==> src/rtl/arb_pkg.sv <==
// Shared types and the round-robin search function for the array arbiter.
// Widths are sized for the largest supported requester count (8).
package arb_pkg;

   localparam int MAX_REQ = 8;
   localparam int IDX_W   = 3;

   typedef enum logic [1:0] {
      ST_IDLE  = 2'd0,
      ST_GRANT = 2'd1,
      ST_ACK   = 2'd2
   } state_t;

   typedef struct packed {
      logic             valid;
      logic [IDX_W-1:0] idx;
   } pick_t;

   // Scan from ptr upward, wrapping at nreq; the first set request wins.
   function automatic pick_t rr_pick(input logic [MAX_REQ-1:0] req,
                                     input logic [IDX_W-1:0]   ptr,
                                     input int                 nreq);
      pick_t res;
      int    j;
      res = '0;
      for (int k = 0; k < MAX_REQ; k++) begin
         j = int'(ptr) + k;
         if (j >= nreq) j = j - nreq;
         if (k < nreq && !res.valid && req[3'(j)]) begin
            res.valid = 1'b1;
            res.idx   = 3'(j);
         end
      end
      return res;
   endfunction

endpackage

==> src/rtl/rr_picker.sv <==
// Combinational rotating-priority picker: returns a one-hot winner and a
// valid flag for the current request vector and round-robin pointer.
module rr_picker
   import arb_pkg::*;
#(
   parameter int NREQ = 4
) (
   input  logic [NREQ-1:0]  req,
   input  logic [IDX_W-1:0] ptr,
   output logic             valid,
   output logic [NREQ-1:0]  onehot
);

   logic [MAX_REQ-1:0] req_ext;
   pick_t              pick;

   always_comb begin
      req_ext             = '0;
      req_ext[NREQ-1:0]   = req;
      pick                = rr_pick(req_ext, ptr, NREQ);
      valid               = pick.valid;
      onehot              = '0;
      if (pick.valid) onehot = NREQ'(1) << pick.idx;
   end

endmodule

==> src/rtl/array_rr_arbiter.sv <==
// Shares one register array between NREQ requesters: round-robin pick in
// IDLE, single access in GRANT, one-cycle ack pulse in ACK.
module array_rr_arbiter
   import arb_pkg::*;
#(
   parameter int NREQ  = 4,
   parameter int WIDTH = 8,
   parameter int DEPTH = 32,
   parameter int AW    = 5
) (
   input  logic                  clk,
   input  logic                  rst,
   input  logic [NREQ-1:0]       req,
   input  logic [NREQ-1:0]       we,
   input  logic [NREQ*AW-1:0]    addr,
   input  logic [NREQ*WIDTH-1:0] wdata,
   output logic [NREQ-1:0]       gnt,
   output logic [NREQ-1:0]       ack,
   output logic [WIDTH-1:0]      rdata,
   output logic                  busy
);

   logic [WIDTH-1:0] mem [DEPTH];

   state_t           state, state_nx;
   logic [IDX_W-1:0] ptr, ptr_nx;
   logic             win_valid;
   logic [NREQ-1:0]  win_oh;

   logic             we_sel, we_l;
   logic [AW-1:0]    addr_sel, addr_l;
   logic [WIDTH-1:0] wdata_sel, wdata_l;
   logic             in_range;

   rr_picker #(.NREQ(NREQ)) u_picker (
      .req    (req),
      .ptr    (ptr),
      .valid  (win_valid),
      .onehot (win_oh)
   );

   assign busy     = (state != ST_IDLE);
   assign in_range = (32'(addr_l) < 32'(DEPTH));

   // Mux the winner's transaction fields and the pointer that follows it.
   always_comb begin
      we_sel    = 1'b0;
      addr_sel  = '0;
      wdata_sel = '0;
      ptr_nx    = ptr;
      for (int i = 0; i < NREQ; i++) begin
         if (win_oh[i]) begin
            we_sel    = we[i];
            addr_sel  = addr[i*AW +: AW];
            wdata_sel = wdata[i*WIDTH +: WIDTH];
            ptr_nx    = (i == NREQ-1) ? '0 : IDX_W'(i + 1);
         end
      end
   end

   always_comb begin
      state_nx = state;
      case (state)
         ST_IDLE:  if (win_valid) state_nx = ST_GRANT;
         ST_GRANT: state_nx = ST_ACK;
         ST_ACK:   state_nx = ST_IDLE;
         default:  state_nx = ST_IDLE;
      endcase
   end

   // gnt spans GRANT and ACK; ack copies gnt for the single ACK cycle.
   always_ff @(posedge clk or posedge rst) begin
      if (rst) begin
         state   <= ST_IDLE;
         ptr     <= '0;
         gnt     <= '0;
         ack     <= '0;
         rdata   <= '0;
         we_l    <= 1'b0;
         addr_l  <= '0;
         wdata_l <= '0;
      end else begin
         state <= state_nx;
         ack   <= '0;
         case (state)
            ST_IDLE: begin
               if (win_valid) begin
                  gnt     <= win_oh;
                  ptr     <= ptr_nx;
                  we_l    <= we_sel;
                  addr_l  <= addr_sel;
                  wdata_l <= wdata_sel;
               end
            end
            ST_GRANT: begin
               ack <= gnt;
               if (!we_l) rdata <= in_range ? mem[addr_l] : '0;
            end
            ST_ACK:  gnt <= '0;
            default: gnt <= '0;
         endcase
      end
   end

   // Array contents are deliberately not reset; out-of-range writes drop.
   always_ff @(posedge clk) begin
      if (state == ST_GRANT && we_l && in_range) mem[addr_l] <= wdata_l;
   end

endmodule

==> config.mk <==
export PLATFORM = sky130hd
export DESIGN_NAME = array_rr_arbiter
export DESIGN_NICKNAME = d
export VERILOG_FILES = /design/src/rtl/arb_pkg.sv /design/src/rtl/rr_picker.sv /design/src/rtl/array_rr_arbiter.sv
export SDC_FILE = /design/constraint.sdc
export NUM_CORES = 1
export LEC_CHECK = 0
export CAP_MARGIN = 20
export CELL_PAD_IN_SITES_DETAIL_PLACEMENT = 1
export CELL_PAD_IN_SITES_GLOBAL_PLACEMENT = 2
export CORE_ASPECT_RATIO = 1.25
export CORE_MARGIN = 1
export CORE_UTILIZATION = 45
export DETAILED_ROUTE_END_ITERATION = 6
export PLACE_DENSITY_LB_ADDON = 0.1
export SYNTH_ARGS = -nofsm -noshare
export SYNTH_HDL_FRONTEND = slang
export SYNTH_SLANG_ARGS = --single-unit
==> constraint.sdc <==
create_clock -name clk -period 3.6 [get_ports clk]
set_input_delay 0.72 -clock clk [delete_from_list [all_inputs] [get_ports clk]]
set_output_delay 0.72 -clock clk [all_outputs]
set_load 0.01 [all_outputs]
==> impl_metrics.env <==
export IMPL_grt_max_degree=37
export IMPL_power_frac_clock_pct=25.9
export IMPL_post_cts_resized=0
export IMPL_wirelength_um=30100
export IMPL_p_leak_nw=4.86
export IMPL_final_common_cell="edfxtp_1"
export IMPL_vdd_ir_drop_max_v=0.000620
export IMPL_die_area_um2=27600
export IMPL_cts_buffers=30
export IMPL_fin_area_um2=14700
export IMPL_finalHoldViolations=0
export IMPL_max_freq_mhz=323
export IMPL_pwr_share_comb_pct=36.2
export IMPL_htree_levels=1
export IMPL_die_h_um=185
export IMPL_finalSetupViolations=0
export IMPL_synth_ff_type="edfxtp_1"
export IMPL_slew_headroom_pct=34.2
export IMPL_gr_usage_all_layers_pct=22.7
export IMPL_power_frac_seq_pct=37.9
export IMPL_gr_total_overflow=0
export IMPL_seq_area_frac_synth_pct=70.5
export IMPL_layout_drive_gt1_share_pct=25.2
export IMPL_finalSetupTns_ns=0
export IMPL_ant_nets=0
export IMPL_netlist_area_um2=12100
export IMPL_fin_crit_sh_pct=86.1
export IMPL_core_rowCount=66
export IMPL_fin_skew_ns=0.00971
export IMPL_drt_pass1_iterations=5
export IMPL_diodes=0
export IMPL_grt_pass1_vias=7432
export IMPL_grt_pass1_wl_um=45600
export IMPL_synth_seq_cells=290
export IMPL_synth_fp_nets=739
export IMPL_io_pins=79
export IMPL_cts_buffer_depth=3
export IMPL_arrival_ns=3.53
export IMPL_p_sw_share_pct=34.6
export IMPL_routedWlPerCell_um=26.1
export IMPL_cts_setup_buffers=0
export IMPL_final_cell_mix="256 x edfxtp_1, 78 x clkdlybuf4s50_1, 69 x mux4_2"
export IMPL_rsz0062_at_grt="false"
export IMPL_critPathKind="register to register"
export IMPL_drv_cap=0
export IMPL_r2r_slack_ns=0.50
export IMPL_synth_cells=672
export IMPL_powerDensity_nw_per_um2=857
export IMPL_fillCellCount=2347
export IMPL_finalCriticalPeriod_ns=3.10
export IMPL_internal_power_mw=8.26
export IMPL_multi_input_area_um2=3320
export IMPL_reg2regPathDepth=8
export IMPL_dpl_hpwl_um=19900
export IMPL_cts_sinks=290
export IMPL_ys_warn_count=0
export IMPL_antenna_found_initial=0
export IMPL_tritoncts="built"
export IMPL_via_per_inst=5.93
export IMPL_synth_avg_cell_area_um2=18.0
export IMPL_cts_root_buf="clkbuf_16"
export IMPL_drc_errors=0
export IMPL_tightest_slew_ns=0.987
export IMPL_start_util_pct=46.1
export IMPL_clk_pin_slew_ns=0.06
export IMPL_drt_initial_drc_count=464
export IMPL_synth_edf_count=256
export IMPL_synth_distinct_cells=49
export IMPL_rr_endpoint="we_l$_DFFE_PP0P_"
export IMPL_worstPathMaxFanout=29
export IMPL_reg2reg_from="ptr[1]$_DFFE_PP0P_"
export IMPL_port_buffers=78
export IMPL_fp_dieW_um=149
export IMPL_hold_class="input port to async pin"
export IMPL_place_area_um2=13500
export IMPL_syn_to_final_growth_pct=21.6
export IMPL_cp_start_kind="register"
export IMPL_power_switching_mw=4.36
export IMPL_hold_buffers=0
export IMPL_regArea_um2=8540
export IMPL_outcome="complete, no violations"
export IMPL_core_area_um2=26300
export IMPL_ys_async_sr_fraction_pct=11.7
export IMPL_crit_path_end_kind="register"
export IMPL_drv_slew=0
export IMPL_vias=6842
export IMPL_gp_congestion=0.814
export IMPL_nets=856
export IMPL_clkLatencyLatePin_ns=0.55
export IMPL_cp_required_ns=4.03
power by group through the flow:
stage,sequential [mW],clock [mW],combinational (mW)
global placement,5.12,0,3.91
floorplan,4.67,0,2.93
detailed placement,5.17,0,4.10
finish,4.78,3.27,4.57
CTS,5.10,3.34,4.12
global route,4.84,3.47,4.90
cell type report:
cell class / instances / share of cell area (%)
multi-input cells: 329 / 22.6
inverters: 6 / 0.153
clock inverters: 17 / 1.43
repair buffers: 132 / 9.14
clock buffers: 39 / 5.82
flip-flops and latches: 290 / 58.0
well taps: 340 / 2.89
flip-flops by register name (all words and copies together), names as in the netlist, 2 cells and up:
signal / count
mem: 256
ack: 4
rdata: 8
gnt: 4
wdata_l: 8
ptr: 2
addr_l: 5
state: 2
cell families after synthesis:
logic type / after synthesis / synth area share [%]
mux: 87 / 14.4
flops: 290 / 70.5
compound gates: 116 / 7.39
simple gates: 120 / 5.01
buf+inv: 53 / 2.14
xor+xnor: 1 / 0.0723
fa+ha+maj: 5 / 0.516
metrics by stage:
stage	cells	worst slack (ns)	hold WS [ns]	util (%)	total power, mW
final	1153	0.501	0.447	56.1	12.6
after CTS	1146	0.514	0.432	55.4	12.6
after floorplan	672	0.827	0.501	-	7.60
after global routing	1153	0.170	0.462	56.1	13.2
after detailed placement	1090	0.0784	0.500	51.3	9.27
after global placement	1089	0.270	0.480	51.2	9.03
synthesized netlist by cell type (2+ instances only):
master	instances	area, um^2
nand2b_1	3	18.8
clkbuf_1	22	82.6
mux2_2	7	78.8
or3_1	2	12.5
nand2_1	13	48.8
edfxtp_1	256	7690
o21ai_0	27	135
o21a_1	2	15.0
ha_1	5	62.6
mux4_2	69	1550
inv_1	6	22.5
a31oi_1	3	18.8
or2_2	2	12.5
buf_1	4	15.0
buf_2	15	75.1
nor2b_1	5	31.3
buf_6	5	56.3
and2_1	21	131
o221a_2	2	22.5
mux2i_1	11	110
o31ai_1	14	105
a221oi_1	8	70.1
nor3_1	21	105
dfrtp_1	34	851
a41oi_2	14	228
nor2_1	41	154
a32o_1	2	20.0
a22o_1	6	52.6
a21oi_1	29	145
nand3b_1	2	15.0
nand3_1	3	15.0
worst max-delay path by stage:
stage / start / to / slack, ns / cells past startpoint
3_3_place_gp: req[2] / addr_l[1]$_DFFE_PP0P_ / 0.27 / 8
5_1_grt: ptr[1]$_DFFE_PP0P_ / we_l$_DFFE_PP0P_ / 0.17 / 8
4_1_cts: ptr[1]$_DFFE_PP0P_ / we_l$_DFFE_PP0P_ / 0.51 / 8
6_report: ptr[1]$_DFFE_PP0P_ / we_l$_DFFE_PP0P_ / 0.50 / 8
3_5_place_dp: req[2] / we_l$_DFFE_PP0P_ / 0.08 / 7
2_1_floorplan: ptr[0]$_DFFE_PP0P_ / addr_l[0]$_DFFE_PP0P_ / 0.83 / 10
critical path, stage by stage (launching register included):
cell	delay, ns
dfrtp_1	0.38
inv_1	0.17
ha_1	0.35
nor3b_1	0.26
a31oi_1	0.07
a221oi_1	0.36
o21a_1	0.85
o21ai_0	0.19
o31ai_1	0.34
layer usage:
layer	global-route usage, %	share of wire (%)	wire length (um)
met1	28.3	40	12000
met2	39.9	52	15600
met3	4.21	5.2	1560
met4	7.18	2.7	826
met5	0	0	0
(Power assumes the default switching activity.)
==> RTL edit 1: new RTL, same flow settings <==
The parameter `WIDTH` goes from 8 to 10.
--- a/src/rtl/array_rr_arbiter.sv
+++ b/src/rtl/array_rr_arbiter.sv
@@ -4,7 +4,7 @@
    import arb_pkg::*;
 #(
    parameter int NREQ  = 4,
-   parameter int WIDTH = 8,
+   parameter int WIDTH = 10,
    parameter int DEPTH = 32,
    parameter int AW    = 5
 ) (
Interface: changed (resized rdata and wdata); port bits go from 79 to 89. No check against the original RTL was run, so the function may have changed too.
==> RTL edit 1 against the unedited design <==
  * Utilization down 1.3 points
  * Total power up 20%
  * Synthesized area up 27%
  * Global-route usage up 0.25 points
  * Sequential cell count up 68
  * Final cell count up 30%
  * Maximum frequency down 10%
  * Setup slack worse by 350 ps
  * Cell area up 25%
  * Die area up 26%
  * Routed wire length up 29%
  * Largest power group unchanged
==> RTL edit 1: results <==
status:
  outcome: "finished clean"
route:
  met1_length_mm: 15.1
  drt-total-wl_mm: 38.8
  wl_per_cell_um: 26.0
  drt_first_iter_violations: 579
grt:
  grt_start_max_net_pins: 82
  grt_pass1_vias: 9619
  grt_use_met1_pct: 27.8
  grt_use_total_pct: 23.0
  grt_use_met2_pct: 41.6
  grt_pass1_wl_mm: 59.2
synthesis:
  ys_async_sr_fraction_pct: 10.6
  netlist_instances: 914
critical_path:
  max_stage_delay_ps: 820
  slowest_stage: "nor4_1"
  crit_family: "simple AND/OR/NAND/NOR gates"
  crit_start: "ptr[0]$_DFFE_PP0P_"
  critPathMaxFanout: 18
final_layout:
  fin_nets: 1122
  layout-drive-gt1-share_pct: 22.0
power_and_ir_drop:
  peakVddDrop_uv: 552
  pg_seq_w: 0.00586
  p_leak_nw: 6.18
  clk-power_w: 0.00385
placed_design:
  post-place-ws_ps: -63.9
  dpl.hpwl_mm: 25.8
  place_area_um2: 16900
  place_inst: 1423
min_path:
  hold_path.class: "reg -> reg"
clocking:
  numCtsBuffers: 36
  cts_max_level: 2
  clk_latency_ps: 520
sta:
  post-route-min-period_ps: 3450
  tightest_slew_ps: 1070
RTL edit 1: cell types whose count changed after synthesis, sizes merged, moves of 13 or more:
cell,unedited run,this run
a211oi,1,16
a41oi,14,0
and2,21,5
and3,1,17
clkbuf,22,35
edfxtp,256,320
mux2i,11,25
mux4,69,86
nand2,13,45
nand3,3,34
nor3b,1,17
nor4,0,18
o21ai,27,48
RTL edit 1: layout make-up:
cell class | count | area (µm²)
repair buffers | 165 | 1680
inverters | 6 | 22.5
multi-input cells | 480 | 4400
clock inverters | 9 | 170
fillers | 3095 | 15200
clock buffers | 53 | 1040
flip-flops and latches | 358 | 10600
well taps | 423 | 529
RTL edit 1: kinds of logic after synthesis:
kind of cell               after synthesis  share of synthesized area (%)
adders and majority gates                5                          0.408
DFF                                    358                           68.9
AOI/OAI and AO/OA                      138                           5.97
and+or+nand+nor                        218                           7.43
muxes                                  118                           14.8
xor gates and xnor gates                 1                         0.0571
buffers and inverters                   76                           2.49
==> RTL edit 2: new RTL, config.mk and constraints unchanged <==
Without the edit above. Encoding of `state_t`: now one-hot (3 bits for 3 states).
--- a/src/rtl/arb_pkg.sv
+++ b/src/rtl/arb_pkg.sv
@@ -5,10 +5,10 @@
    localparam int MAX_REQ = 8;
    localparam int IDX_W   = 3;
 
-   typedef enum logic [1:0] {
-      ST_IDLE  = 2'd0,
-      ST_GRANT = 2'd1,
-      ST_ACK   = 2'd2
+   typedef enum logic [2:0] {
+      ST_IDLE  = 3'b001,
+      ST_GRANT = 3'b010,
+      ST_ACK   = 3'b100
    } state_t;
 
    typedef struct packed {
Behaviour: same outputs for any inputs over 4 cycles, from zero or initial values and one cycle with rst high; so few cycles prove little.
==> RTL edit 2 against the unedited design <==
  * Cell area is 2.1% lower
  * Highest routed layer unchanged
  * Routed wire length is 0.24% lower
  * Critical endpoint is now rdata[3]$_DFFE_PP0P_
  * Die area is 1.5% lower
  * Clock power is 7.6% lower
  * Setup slack worse by 94 ps
  * Count of clock-buffer cells in the layout is 9 lower
  * Sequential share of layout area is 1.4 points higher
  * Non-clock buffer count is 1 lower
  * Sequential cell count is 1 higher
  * First-iteration DRC count is 22% lower
  * Synthesized area is 1.5% lower
  * Total power is 7.4% lower
  * Global-route usage is 0.13 points higher
  * Critical path depth is 1 lower
==> RTL edit 2: results <==
synthesis:
  ys_seq_area_share_pct: 71.8
  ys_types: 53
  ys.warnings.count: 0
  synth_commonest_cells: "edfxtp_1 (256), mux4_2 (68), nor2_1 (49)"
  synth-main-ff-cell: "edfxtp_1"
  ys_top_cells_by_area: "edfxtp_1 (64%), mux4_2 (13%), dfrtp_1 (7.1%)"
  ys_async_sr_fraction_pct: 12.0
  synth_edf_count: 256
  synth_nets: 713
placed_design:
  io_buffer_count: 78
  dpl.hpwl_mm: 20.3
  place_congestion: 0.829
power_and_ir_drop:
  netSwitchingFraction_pct: 32.8
  p_leak_nw: 4.88
  peakVddDrop_uv: 404
sta:
  worst_clock_skew_ps: 13.1
  tightest_slew_ps: 957
final_layout:
  n_antenna_cell: 0
  fin_nets: 838
  layout-drive-gt1-share_pct: 23.3
  reg_top3: "mem (256), rdata (8), wdata_l (8)"
route:
  drt-total-wl_mm: 30.0
  viasPerCell: 5.78
  dr.pass1.iters: 4
  drt_first_iter_violations: 360
critical_path:
  max_stage_delay_ps: 890
  slowest_stage: "dfrtp_4"
  critPathMaxFanout: 32
  arrival_ps: 3600
grt:
  antenna_found_initial: 0
  grt_use_total_pct: 22.8
  grt_start_max_net_pins: 34
  grt_pass1_wl_mm: 44.6
  grt_pass1_vias: 7110
clocking:
  clk_pin_slew_ps: 60
  clk_latency_ps: 550
  root_buffer: "clkbuf_16"
  numCtsBuffers: 28
  cts_max_path_buffers: 3
  cts_resized: 0
  cts_max_level: 1
min_path:
  hold_path.class: "reg -> reg"
status:
  outcome: "finished clean"
==> RTL edit 2: worst paths after layout <==
check / to / start / cells after the start / slack (ps)
worst min-delay path: gnt[3]$_DFFE_PP0P_ / gnt[3]$_DFFE_PP0P_ / 1 / 530
min in group asynchronous: ack[0]$_DFF_PP0_ / rst / 2 / 720
worst max-delay path: rdata[3]$_DFFE_PP0P_ / addr_l[0]$_DFFE_PP0P_ / 7 / 410
max in group asynchronous: rdata[3]$_DFFE_PP0P_ / rst / 3 / 2120
worst min register to register: gnt[3]$_DFFE_PP0P_ / gnt[3]$_DFFE_PP0P_ / 1 / 530
worst max register to register: rdata[3]$_DFFE_PP0P_ / addr_l[0]$_DFFE_PP0P_ / 7 / 410
==> RTL edit 2: cell type report <==
type | instances | area [µm²]
clock buffers | 30 | 708
clock inverters | 22 | 244
fillers | 2359 | 11600
inverters | 9 | 33.8
multi-input cells | 310 | 3150
flip-flops and latches | 291 | 8570
well taps | 340 | 425
repair buffers | 131 | 1290
==> RTL edit 2: cells by family (layout without fill, tap and decap cells) <==
group | Yosys count | in the layout | synth area share, %
and+or+nand+nor | 120 | 120 | 4.85
AOI/OAI and AO/OA | 84 | 84 | 5.34
muxes | 101 | 101 | 15.7
buffers and inverters | 45 | 192 | 1.79
DFF | 291 | 291 | 71.8
adders and majority gates | 5 | 5 | 0.524
==> RTL edit 2: power by group through the flow <==
stage | combinational (W) | sequential, W | clock (W)
after detailed placement | 0.00360 | 0.00507 | 0
after global placement | 0.00346 | 0.00504 | 0
after global routing | 0.00417 | 0.00485 | 0.00318
after floorplan | 0.00252 | 0.00465 | 0
after CTS | 0.00362 | 0.00499 | 0.00309
final | 0.00388 | 0.00479 | 0.00302
==> RTL edit 2: metrics by stage <==
stage | hold slack (ps) | instance area, µm² | std cells | worst slack, ps | total power [W]
after detailed placement | 513 | 13400 | 1076 | 289 | 0.00867
after global routing | 564 | 14400 | 1133 | 228 | 0.0122
after CTS | 529 | 14300 | 1128 | 373 | 0.0117
after floorplan | 530 | 11900 | 646 | 967 | 0.00718
after global placement | 515 | 13300 | 1075 | 391 | 0.00851
final | 526 | 14400 | 1133 | 407 | 0.0117
==> RTL edit 2: worst max-delay path: cells and delay by family, from the launching register on <==
family	cells	cell delay, ps
muxes	2	850
DFF	1	890
AOI/OAI and AO/OA	4	1210
and+or+nand+nor	1	70
==> RTL edit 2: layer usage <==
metal / part of all wire (%) / track usage (%) / vias to the layer above / wire [µm]
met5: 0 / 0 / - / 0
met2: 52 / 40.1 / 187 / 15500
met1: 40 / 28.7 / 3444 / 12100
met3: 4.2 / 2.90 / 49 / 1260
li1: - / - / 2872 / -
met4: 3.8 / 9.07 / 0 / 1150
